$ cat src/rtl/fetch_pkg.sv
// Shared core constants and the fetch queue entry type.
// XLEN and NOP_INST are also consumed by decode.
package fetch_pkg;
   localparam int XLEN = 32;
   localparam logic [XLEN-1:0] NOP_INST     = 32'h0000_0013;
   localparam logic [XLEN-1:0] RESET_PC_DEF = 32'h0000_0000;

   typedef struct packed {
      logic [XLEN-1:0] pc;
      logic [XLEN-1:0] inst;
   } fq_entry_t;
endpackage

$ cat src/rtl/fetch_queue.sv
// In-order fetch buffer: entries are allocated at request acceptance and filled
// in order by responses. Slots between rd and fill pointers are the filled ones.
module fetch_queue
   import fetch_pkg::*;
#(
   parameter int DEPTH = 4,
   localparam int PW = $clog2(DEPTH)
) (
   input  logic            i_clk,
   input  logic            i_rst,
   input  logic            i_clr,
   input  logic            i_alloc,
   input  logic [XLEN-1:0] i_alloc_pc,
   input  logic            i_fill,
   input  logic [XLEN-1:0] i_fill_inst,
   input  logic            i_pop,
   output logic            o_head_vld,
   output fq_entry_t       o_head,
   output logic [PW:0]     o_alloc_cnt,
   output logic [PW:0]     o_unfilled_cnt
);
   // Pointers carry one extra wrap bit so full and empty are distinguishable.
   logic [PW:0]     r_wr, r_fill, r_rd;
   logic [XLEN-1:0] r_pc   [DEPTH];
   logic [XLEN-1:0] r_inst [DEPTH];

   always_ff @(posedge i_clk) begin
      if (i_rst || i_clr) begin
         r_wr   <= '0;
         r_fill <= '0;
         r_rd   <= '0;
      end else begin
         if (i_alloc) r_wr   <= r_wr + 1'b1;
         if (i_fill)  r_fill <= r_fill + 1'b1;
         if (i_pop)   r_rd   <= r_rd + 1'b1;
      end
   end

   always_ff @(posedge i_clk) begin
      if (i_alloc) r_pc[r_wr[PW-1:0]]     <= i_alloc_pc;
      if (i_fill)  r_inst[r_fill[PW-1:0]] <= i_fill_inst;
   end

   assign o_head_vld     = (r_fill != r_rd);
   assign o_head.pc      = r_pc[r_rd[PW-1:0]];
   assign o_head.inst    = r_inst[r_rd[PW-1:0]];
   assign o_alloc_cnt    = r_wr - r_rd;
   assign o_unfilled_cnt = r_wr - r_fill;
endmodule

$ cat src/rtl/fetch.sv
// Instruction-fetch stage: PC generation, request issue, stale-response drop
// counter, queue head to decode. FETCH_PERF_EN adds the PERF_BUBBLE counter.
module fetch
   import fetch_pkg::*;
#(
   parameter int              DEPTH    = 4,
   parameter logic [XLEN-1:0] RESET_PC = RESET_PC_DEF
) (
   input  logic            CLK,
   input  logic            RST,
   input  logic            FLUSH,
   input  logic [XLEN-1:0] FLUSH_PC,
   input  logic            STALL,
   input  logic            MMU_WAIT,
   output logic            INST_RDEN,
   output logic [XLEN-1:0] INST_RADDR,
   input  logic            INST_RREADY,
   input  logic            INST_RVALID,
   input  logic [XLEN-1:0] INST_RDATA,
   output logic [XLEN-1:0] FETCH_PC,
   output logic [XLEN-1:0] FETCH_INST
`ifdef FETCH_PERF_EN
   ,
   output logic [31:0]     PERF_BUBBLE
`endif
);
   localparam int PW = $clog2(DEPTH);
   localparam logic [PW+1:0] DEPTH_W = (PW+2)'(DEPTH);

   logic [XLEN-1:0] r_fetch_pc;
   logic [PW:0]     r_drop;
   logic [PW:0]     w_drop_nxt;
   logic [PW+1:0]   w_drop_sum;
   logic [PW+1:0]   w_inflight;
   logic [PW:0]     w_alloc_cnt, w_unfilled_cnt;
   logic            w_accept, w_fill, w_drop_rsp, w_pop, w_head_vld, w_proto_err;
   fq_entry_t       w_head;

   // Stale responses still owed by memory count against capacity.
   assign w_inflight = {1'b0, w_alloc_cnt} + {1'b0, r_drop};
   assign INST_RDEN  = !RST && !FLUSH && !MMU_WAIT && (w_inflight < DEPTH_W);
   assign INST_RADDR = r_fetch_pc;
   assign w_accept   = INST_RDEN && INST_RREADY;

   assign w_drop_rsp  = INST_RVALID && (r_drop != '0);
   assign w_fill      = INST_RVALID && (r_drop == '0) && (w_unfilled_cnt != '0) && !FLUSH;
   assign w_pop       = w_head_vld && !STALL && !MMU_WAIT && !FLUSH;
   assign w_proto_err = INST_RVALID && (r_drop == '0) && (w_unfilled_cnt == '0);

   // On flush every unfilled entry becomes a response to discard, less the
   // one (stale or live) arriving this very cycle.
   always_comb begin
      w_drop_sum = {1'b0, r_drop} + {1'b0, w_unfilled_cnt};
      w_drop_nxt = r_drop;
      if (FLUSH) begin
         if (INST_RVALID && (w_drop_sum != '0)) w_drop_sum = w_drop_sum - 1'b1;
         w_drop_nxt = (w_drop_sum > DEPTH_W) ? DEPTH_W[PW:0] : w_drop_sum[PW:0];
      end else if (w_drop_rsp) begin
         w_drop_nxt = r_drop - 1'b1;
      end
   end

   always_ff @(posedge CLK) begin
      if (RST) begin
         r_fetch_pc <= RESET_PC;
         r_drop     <= '0;
      end else begin
         r_drop <= w_drop_nxt;
         if (FLUSH)         r_fetch_pc <= {FLUSH_PC[XLEN-1:2], 2'b00};
         else if (w_accept) r_fetch_pc <= r_fetch_pc + XLEN'(4);
      end
   end

   fetch_queue #(.DEPTH(DEPTH)) u_queue (
      .i_clk          (CLK),
      .i_rst          (RST),
      .i_clr          (FLUSH),
      .i_alloc        (w_accept),
      .i_alloc_pc     (r_fetch_pc),
      .i_fill         (w_fill),
      .i_fill_inst    (INST_RDATA),
      .i_pop          (w_pop),
      .o_head_vld     (w_head_vld),
      .o_head         (w_head),
      .o_alloc_cnt    (w_alloc_cnt),
      .o_unfilled_cnt (w_unfilled_cnt)
   );

   assign FETCH_PC   = w_head_vld ? w_head.pc   : '0;
   assign FETCH_INST = w_head_vld ? w_head.inst : NOP_INST;

   a_rsp_expected: assert property (@(posedge CLK) disable iff (RST) !w_proto_err);

`ifdef FETCH_PERF_EN
   logic [31:0] r_perf_bubble;

   always_ff @(posedge CLK) begin
      if (RST)
         r_perf_bubble <= '0;
      else if (!STALL && !MMU_WAIT && !FLUSH && !w_head_vld && (r_perf_bubble != '1))
         r_perf_bubble <= r_perf_bubble + 32'd1;
   end

   assign PERF_BUBBLE = r_perf_bubble;
`endif
endmodule

$ cat config.mk
export PLATFORM = sky130hd
export DESIGN_NAME = fetch
export DESIGN_NICKNAME = d
export VERILOG_FILES = /design/src/rtl/fetch_pkg.sv /design/src/rtl/fetch_queue.sv /design/src/rtl/fetch.sv
export SDC_FILE = /design/constraint.sdc
export NUM_CORES = 1
export LEC_CHECK = 0
export ABC_AREA = 0
export ABC_CLOCK_PERIOD_IN_PS = 5800
export CORE_UTILIZATION = 55
export CTS_CLUSTER_DIAMETER = 120
export DETAILED_ROUTE_END_ITERATION = 8
export GPL_ROUTABILITY_DRIVEN = 0
export PLACE_DENSITY = 0.8
export SLEW_MARGIN = 20
export SYNTH_ARGS = -nofsm -noshare
export SYNTH_HDL_FRONTEND = slang
export SYNTH_HIERARCHICAL = 1
export SYNTH_SLANG_ARGS = --single-unit
$ cat constraint.sdc
create_clock -name CLK -period 5.8 [get_ports CLK]
set_clock_uncertainty 0.15 [all_clocks]
set_input_delay 1.45 -clock CLK [delete_from_list [all_inputs] [get_ports CLK]]
set_output_delay 1.45 -clock CLK [all_outputs]
set_load 0.02 [all_outputs]
==> impl_results.md, run 1 <==
* Area growth, synth to finish at 21.9%
* Outcome: finished, final reports clean
* Top cells by area, synth: edfxtp_1, mux4_2, dfxtp_1
* Post-Syn Area at roughly 13000 sq um
* Vias in the first global route at between 7000 and 8000
* EDFF count, synth at between 200 and 300
* Pwr Density at around 280 nW/um^2
* Max Clk Rate at ~200 MHz
* CP max FO at 4
* Setup tns final at 0 ns
* Setup slack after layout at about 0.82 ns
* WS Path Type: flop to primary output
* Htree depth at 1
* HPWL Detailed at 16.8 mm
* FP Rows at 55
* Pre-CTS setup slack at 1.17 ns
* Synth async-reset ratio at 0%
* CTS tree: yes
* IO Count at about 170
* Clock Sinks at 300
* Via-per-instance ratio at between 5 and 6
* Hold_buf cts at 0
* Synth Flop Type: edfxtp_1
* DRC at 0
* First-pass GRT wire length at 42.3 mm
* Most frequent cell after synthesis: edfxtp_1
* Finished Core Util at between 60% and 70%
* PortBufs at about 160
* Initial DRC count at just over 500
* Routed wire length at between 20 and 30 mm
* CP Capture Type: primary output
* Critical path's slowest cell: clkdlybuf4s50_1
* Tcrit/Tclk final at a little under nine tenths
* Initial antenna violation count at 2
* Sequential fraction of the synthesis area at 67.1%
* Die area at roughly 24000 sq um
* Largest net degree at the start of global routing at slightly above 60
* Post-synth top area share at about three fifths
* Synth unique cells at between 60 and 70
* Max-cap viol count at 0
* Unrepaired setup endpoints after global routing: false
* Die Y at around 150 um
* Final slew viol count at 0
* Flops & latches, synth at 300
* Leakage power at between 0.005 and 0.006 uW
* Worst-margin pin slew at between 0.8 and 0.9 ns
* Final setup viols at 0
* Synth warn at 6
* Cell family with most CP delay: adder cells
* Worst path arrival time at around 3.4 ns
* Total CTS buffers at 29
* Avg Inst Size Synth at 16.4 sq um
* Final net count at between 1000 and 1500
* Skew-Pair Late Insertion Delay at 0.53 ns
* First-pass iteration count of the detailed router at 5
* Clk slew on worst S/H paths at roughly 0.06 ns
* Die Wd at roughly 150 um
* Design area at around 16000 sq um
* Hold/Removal Path Class: flop to flop
* Vias at ~7500
* Worst vdd ir at slightly below 0.2 mV
* Rel. slew slack at about 42%
* Layout cells sized above 1 at 14.0%
* Antenna-violating nets left at 0
* CP startpoint kind: flop
* Total GRT Usage at between 20% and 30%
* Clock buffer depth at 3
* Root Buffer: clkbuf_16
* Placed Area at between 10000 and 15000 sq um
* Critical path, cell by cell: inv_1 -> ha_1 -> fa_1 -> xnor2_1 -> xnor2_1 -> ha_1 -> nor4_2 -> and2_1 -> clkdlybuf4s50_1
* Core ar. at ~23000 sq um
* Global route overflow at 0
* Starting Density at between 50% and 60%
* Req. time, crit path at between 4 and 5 ns
* Most frequent cells after synthesis: edfxtp_1, and2_1, mux4_2
* Crit path buf inv count at 2
* Number of cells upsized or downsized after cts at 0
* WL/cell at 21.3 um
* Post-CTS setup buffers at 0
* Slowest stage delay, CP at 0.61 ns
* Yosys top cell by area: edfxtp_1
* Final Hold Vio Count at 0
* Post-Layout Cell Count at around 1300
* Final min period at about 5.0 ns
* Inst Count DP at approximately 1200
* Gate Count Post-Synth at roughly 780
## cell type report
class	count	area, sq um
inverter	19	71.3
timing repair buffer	180	1780
clock inverter	14	115
sequential	300	8570
antenna	2	5.00
fill	1519	7140
clock buffer	37	786
tap	285	357
multi-input combinational	428	3880
## cells in the final DEF (no fill, tap or decap), types with 6 or more instances in the layout
cell and instances:
dfxtp_1 42, mux2i_1 8, mux4_2 60, xnor2_1 12
and3_1 7, ha_1 20, nand2b_1 8, clkbuf_16 29
a21oi_1 22, and2_1 72, a31oi_1 14, nor2_1 27
nand4_1 10, nor3_1 10, inv_1 18, clkinv_1 6
buf_4 15, conb_1 10, edfxtp_1 256, nand2_1 43
clkdlybuf4s50_1 162, o21ai_0 19
## layer usage
layer / GRT usage, % / routed length (um) / vias up
li1: - / - / 3394
met1: 31.0 / 11200 / 3753
met2: 39.0 / 13500 / 275
met3: 3.78 / 1700 / 46
met4: 6.51 / 617 / 0
met5: 0 / 0 / -
## final timing paths
path                            cells past startpoint                       endpoint                    startpoint  slack (ns)
worst max register to register                     12   u_queue/r_pc[2][1]$_DFFE_PP_  u_queue/r_wr[0]$_SDFFE_PP0P_        1.51
worst max-delay path                                9                      INST_RDEN  u_queue/r_wr[0]$_SDFFE_PP0P_        0.82
worst min register to register                      0  u_queue/r_pc[1][19]$_DFFE_PP_   INST_RADDR[19]$_SDFFE_PP0P_        0.40
worst min-delay path                                0  u_queue/r_pc[1][19]$_DFFE_PP_   INST_RADDR[19]$_SDFFE_PP0P_        0.40
## report_power, final
group | switching, uW | internal (uW) | leakage [uW]
logic | 101 | 105 | 0.00201
registers | 37.4 | 2360 | 0.00268
clock network | 750 | 1040 | 0.000442
## through the flow
step / power (uW) / hold WS (ns)
after floorplan: 2530 / 0.364
after global placement: 2640 / 0.378
after detailed placement: 2650 / 0.393
after CTS: 4410 / 0.398
after global routing: 4520 / 0.415
final: 4390 / 0.399
## cells by family (layout without fill, tap and decap cells)
group           after synthesis  after routing  share of synthesized area, %
fa+ha+maj                    23             23                          2.43
compound gates               90             90                          4.68
flops                       300            300                          67.1
other cells                   1             12                        0.0294
simple gates                215            215                          9.60
xor+xnor                     14             14                         0.960
buf+inv                      60            250                          2.80
mux                          76             76                          12.4
## flip-flops by register name (all words and copies together), names as in the netlist, named ones only
name / flops
u_queue/r_rd: 3
u_queue/r_wr: 3
INST_RADDR: 30
u_queue/r_fill: 3
u_queue/r_inst: 128
r_drop: 3
u_queue/r_pc: 128
No activity file was read; power rests on OpenSTA's default activity.
==> run 2: changes to the inputs <==
Settings changed: SYNTH_HIERARCHICAL 1 to not set.
==> impl_results.md, run 2 <==
* Tcrit/Tclk final at 85.0%
* Skew-Pair Late Insertion Delay at about 0.54 ns
* Worst R2R Start: u_queue.r_wr[0]$_SDFFE_PP0P_
* Max-cap viol count at 0
* Initial DRC count at around 540
* CP Capture Type: primary output
* DRC at 0
* Die Y at about 150 um
* Worst path depth at 10
* CTS tree: yes
* Antenna-violating nets left at 0
* Sequential fraction of the synthesis area at between 60% and 70%
* WS Path Type: flop to primary output
* Hold_buf cts at 0
* Leakage power at 0.00492 uW
* Post-synth top area share at roughly three fifths
* Pwr Density at ~290 nW/um^2
* EDFF count, synth at between 200 and 250
* Largest net degree at the start of global routing at 65
* Hold_ws at between 0.4 and 0.5 ns
* Final Hold Vio Count at 0
* Clock Sinks at approximately 290
* Routed wire length at between 20 and 30 mm
* Final setup viols at 0
* Avg Inst Size Synth at 16.4 sq um
* Synth warn at 0
* Post-Syn Area at 12200 sq um
* Slowest stage delay, CP at 0.60 ns
* Clock buffer depth at 3
* Clk slew on worst S/H paths at 0.06 ns
* Worst-margin pin slew at about 1 ns
* Yosys top cell by area: edfxtp_1
* Total CTS buffers at 29
* R2r endpoint: u_queue.r_pc[1][30]$_DFFE_PP_
* PortBufs at between 150 and 200
* FP Rows at between 50 and 60
* Outcome: finished, final reports clean
* Total GRT Usage at around 22%
* Rel. slew slack at between 30% and 40%
* Die Wd at about 150 um
* Synth unique cells at 61
* CP max FO at 4
* Vias in the first global route at between 7000 and 8000
* Final min period at ~4.9 ns
* Gate Count Post-Synth at between 700 and 800
* Global route overflow at 0
* Critical path, cell by cell: inv_1 -> ha_1 -> inv_1 -> fa_1 -> xor2_1 -> xnor2_1 -> ha_1 -> nor4_2 -> and3_1 -> clkdlybuf4s50_1
* Core ar. at about 22000 sq um
* Worst path arrival time at 3.33 ns
* Area growth, synth to finish at 23.9%
* Setup tns final at 0 ns
* Root Buffer: clkbuf_16
* Synth Flop Type: edfxtp_1
* CP startpoint kind: flop
* Vias at a little over 7000
* WL/cell at between 20 and 25 um
* Worst vdd ir at just over 0.2 mV
* Post-CTS setup buffers at 0
* Final net count at slightly above 1000
* Die area at 22900 sq um
* Most frequent cells in the layout: edfxtp_1, clkdlybuf4s50_1, mux4_2
* Starting Density at about 56%
* Most common cell after layout, fill and taps aside: edfxtp_1
* Initial antenna violation count at 0
* Synth async-reset ratio at 0%
* First-pass iteration count of the detailed router at 5
* Crit path buf inv count at 3
* Max reg flops at about 130
* FF-to-FF setup slack at approximately 1.7 ns
* Req. time, crit path at between 4 and 5 ns
* Most frequent cells after synthesis: edfxtp_1, mux4_2, nor2b_1
* Number of cells upsized or downsized after cts at 0
* Layout cells sized above 1 at about 15%
* Htree depth at 1
* End point of the critical path: INST_RDEN
* Max Clk Rate at ~200 MHz
* Hold/Removal Path Class: flop to flop
* First-pass GRT wire length at between 30 and 40 mm
* HPWL Detailed at between 15 and 20 mm
* Top cells by area, synth: edfxtp_1, mux4_2, dfxtp_1
* Most frequent cell after synthesis: edfxtp_1
* R2R depth at 12
* Critical path's slowest cell: clkdlybuf4s50_1
* Cell family with most CP delay: buffers and inverters
* Crit path launch: u_queue.r_wr[0]$_SDFFE_PP0P_
* Final slew viol count at 0
* Unrepaired setup endpoints after global routing: false
* Via-per-instance ratio at roughly 6
* ANT cells at 0
* IO Count at approximately 170
* Flops & latches, synth at 292
[run 2: cell types whose count changed after synthesis, moves of 5 or more]
cell,before,now
nand2_1,43,26
edfxtp_1,256,248
and2_1,72,14
a21oi_1,22,29
nand3_1,5,11
nand2b_1,8,1
nand4_1,10,17
buf_12,6,0
xor2_1,2,13
nor2b_1,4,59
a211oi_1,2,7
o21ai_0,19,12
a31oi_1,14,6
[run 2: how the worst min path moves through the flow]
stage	from	end	slack [ns]	cells past startpoint
after CTS	u_queue.r_fill[2]$_SDFFE_PP0P_	u_queue.r_fill[2]$_SDFFE_PP0P_	0.42	2
after global placement	u_queue.r_fill[2]$_SDFFE_PP0P_	u_queue.r_fill[2]$_SDFFE_PP0P_	0.40	2
after floorplan	u_queue.r_fill[2]$_SDFFE_PP0P_	u_queue.r_fill[2]$_SDFFE_PP0P_	0.38	2
after global routing	INST_RADDR[29]$_SDFFE_PP0P_	u_queue.r_pc[1][29]$_DFFE_PP_	0.45	0
final	u_queue.r_fill[2]$_SDFFE_PP0P_	u_queue.r_fill[2]$_SDFFE_PP0P_	0.42	2
after detailed placement	u_queue.r_fill[2]$_SDFFE_PP0P_	u_queue.r_fill[2]$_SDFFE_PP0P_	0.41	2
[run 2: power breakdown]
| part | internal (uW) | switching (uW) |
|---|---|---|
| clock network | 1190 | 761 |
| registers | 2300 | 38.8 |
| logic | 98.4 | 91.5 |
[run 2: cell families (layout without fill, tap and decap cells)]
family	after synthesis	after routing	synth area share, %
flops	292	292	68.0
simple gates	207	207	9.86
compound gates	74	74	3.73
mux	68	68	11.9
buf+inv	61	250	2.18
fa+ha+maj	23	23	2.53
xor+xnor	23	23	1.77
other cells	1	4	0.0306
[run 2: metal layers]
layer	routed length (um)	GRT usage, %
met5	0	0
met4	665	7.90
met3	1380	2.77
met2	13100	38.7
met1	10100	29.5
[run 2: through the flow]
stage	power (uW)	cells	worst slack, ns	instance area [sq um]	utilization, %
floorplan	2460	752	2.11	12300	-
global placement	2560	1168	1.17	14200	64.9
detailed placement	2570	1168	1.14	14200	64.9
CTS	4500	1221	0.842	15200	69.6
global route	4590	1221	0.671	15200	69.6
finish	4470	1221	0.871	15200	69.6
[run 2: cell type report]
cell class | instances | area, sq um
Clock inverter | 18 | 220
Clock buffer | 35 | 788
Sequential cell | 292 | 8330
Timing Repair Buffer | 176 | 1740
Multi-Input combinational cell | 399 | 3670
Fill cell | 1439 | 6650
Tap cell | 280 | 350
Inverter | 21 | 78.8
[run 2: worst reg2reg max path, stage by stage (launching register included)]
cell and delay [ns]:
dfxtp_1 0.35, inv_1 0.15, ha_1 0.16, inv_1 0.05
fa_1 0.37, xor2_1 0.18, xnor2_1 0.15, ha_1 0.26
nor4_2 0.30, and4_1 0.42, buf_4 0.32, and2_1 0.47
buf_4 0.43
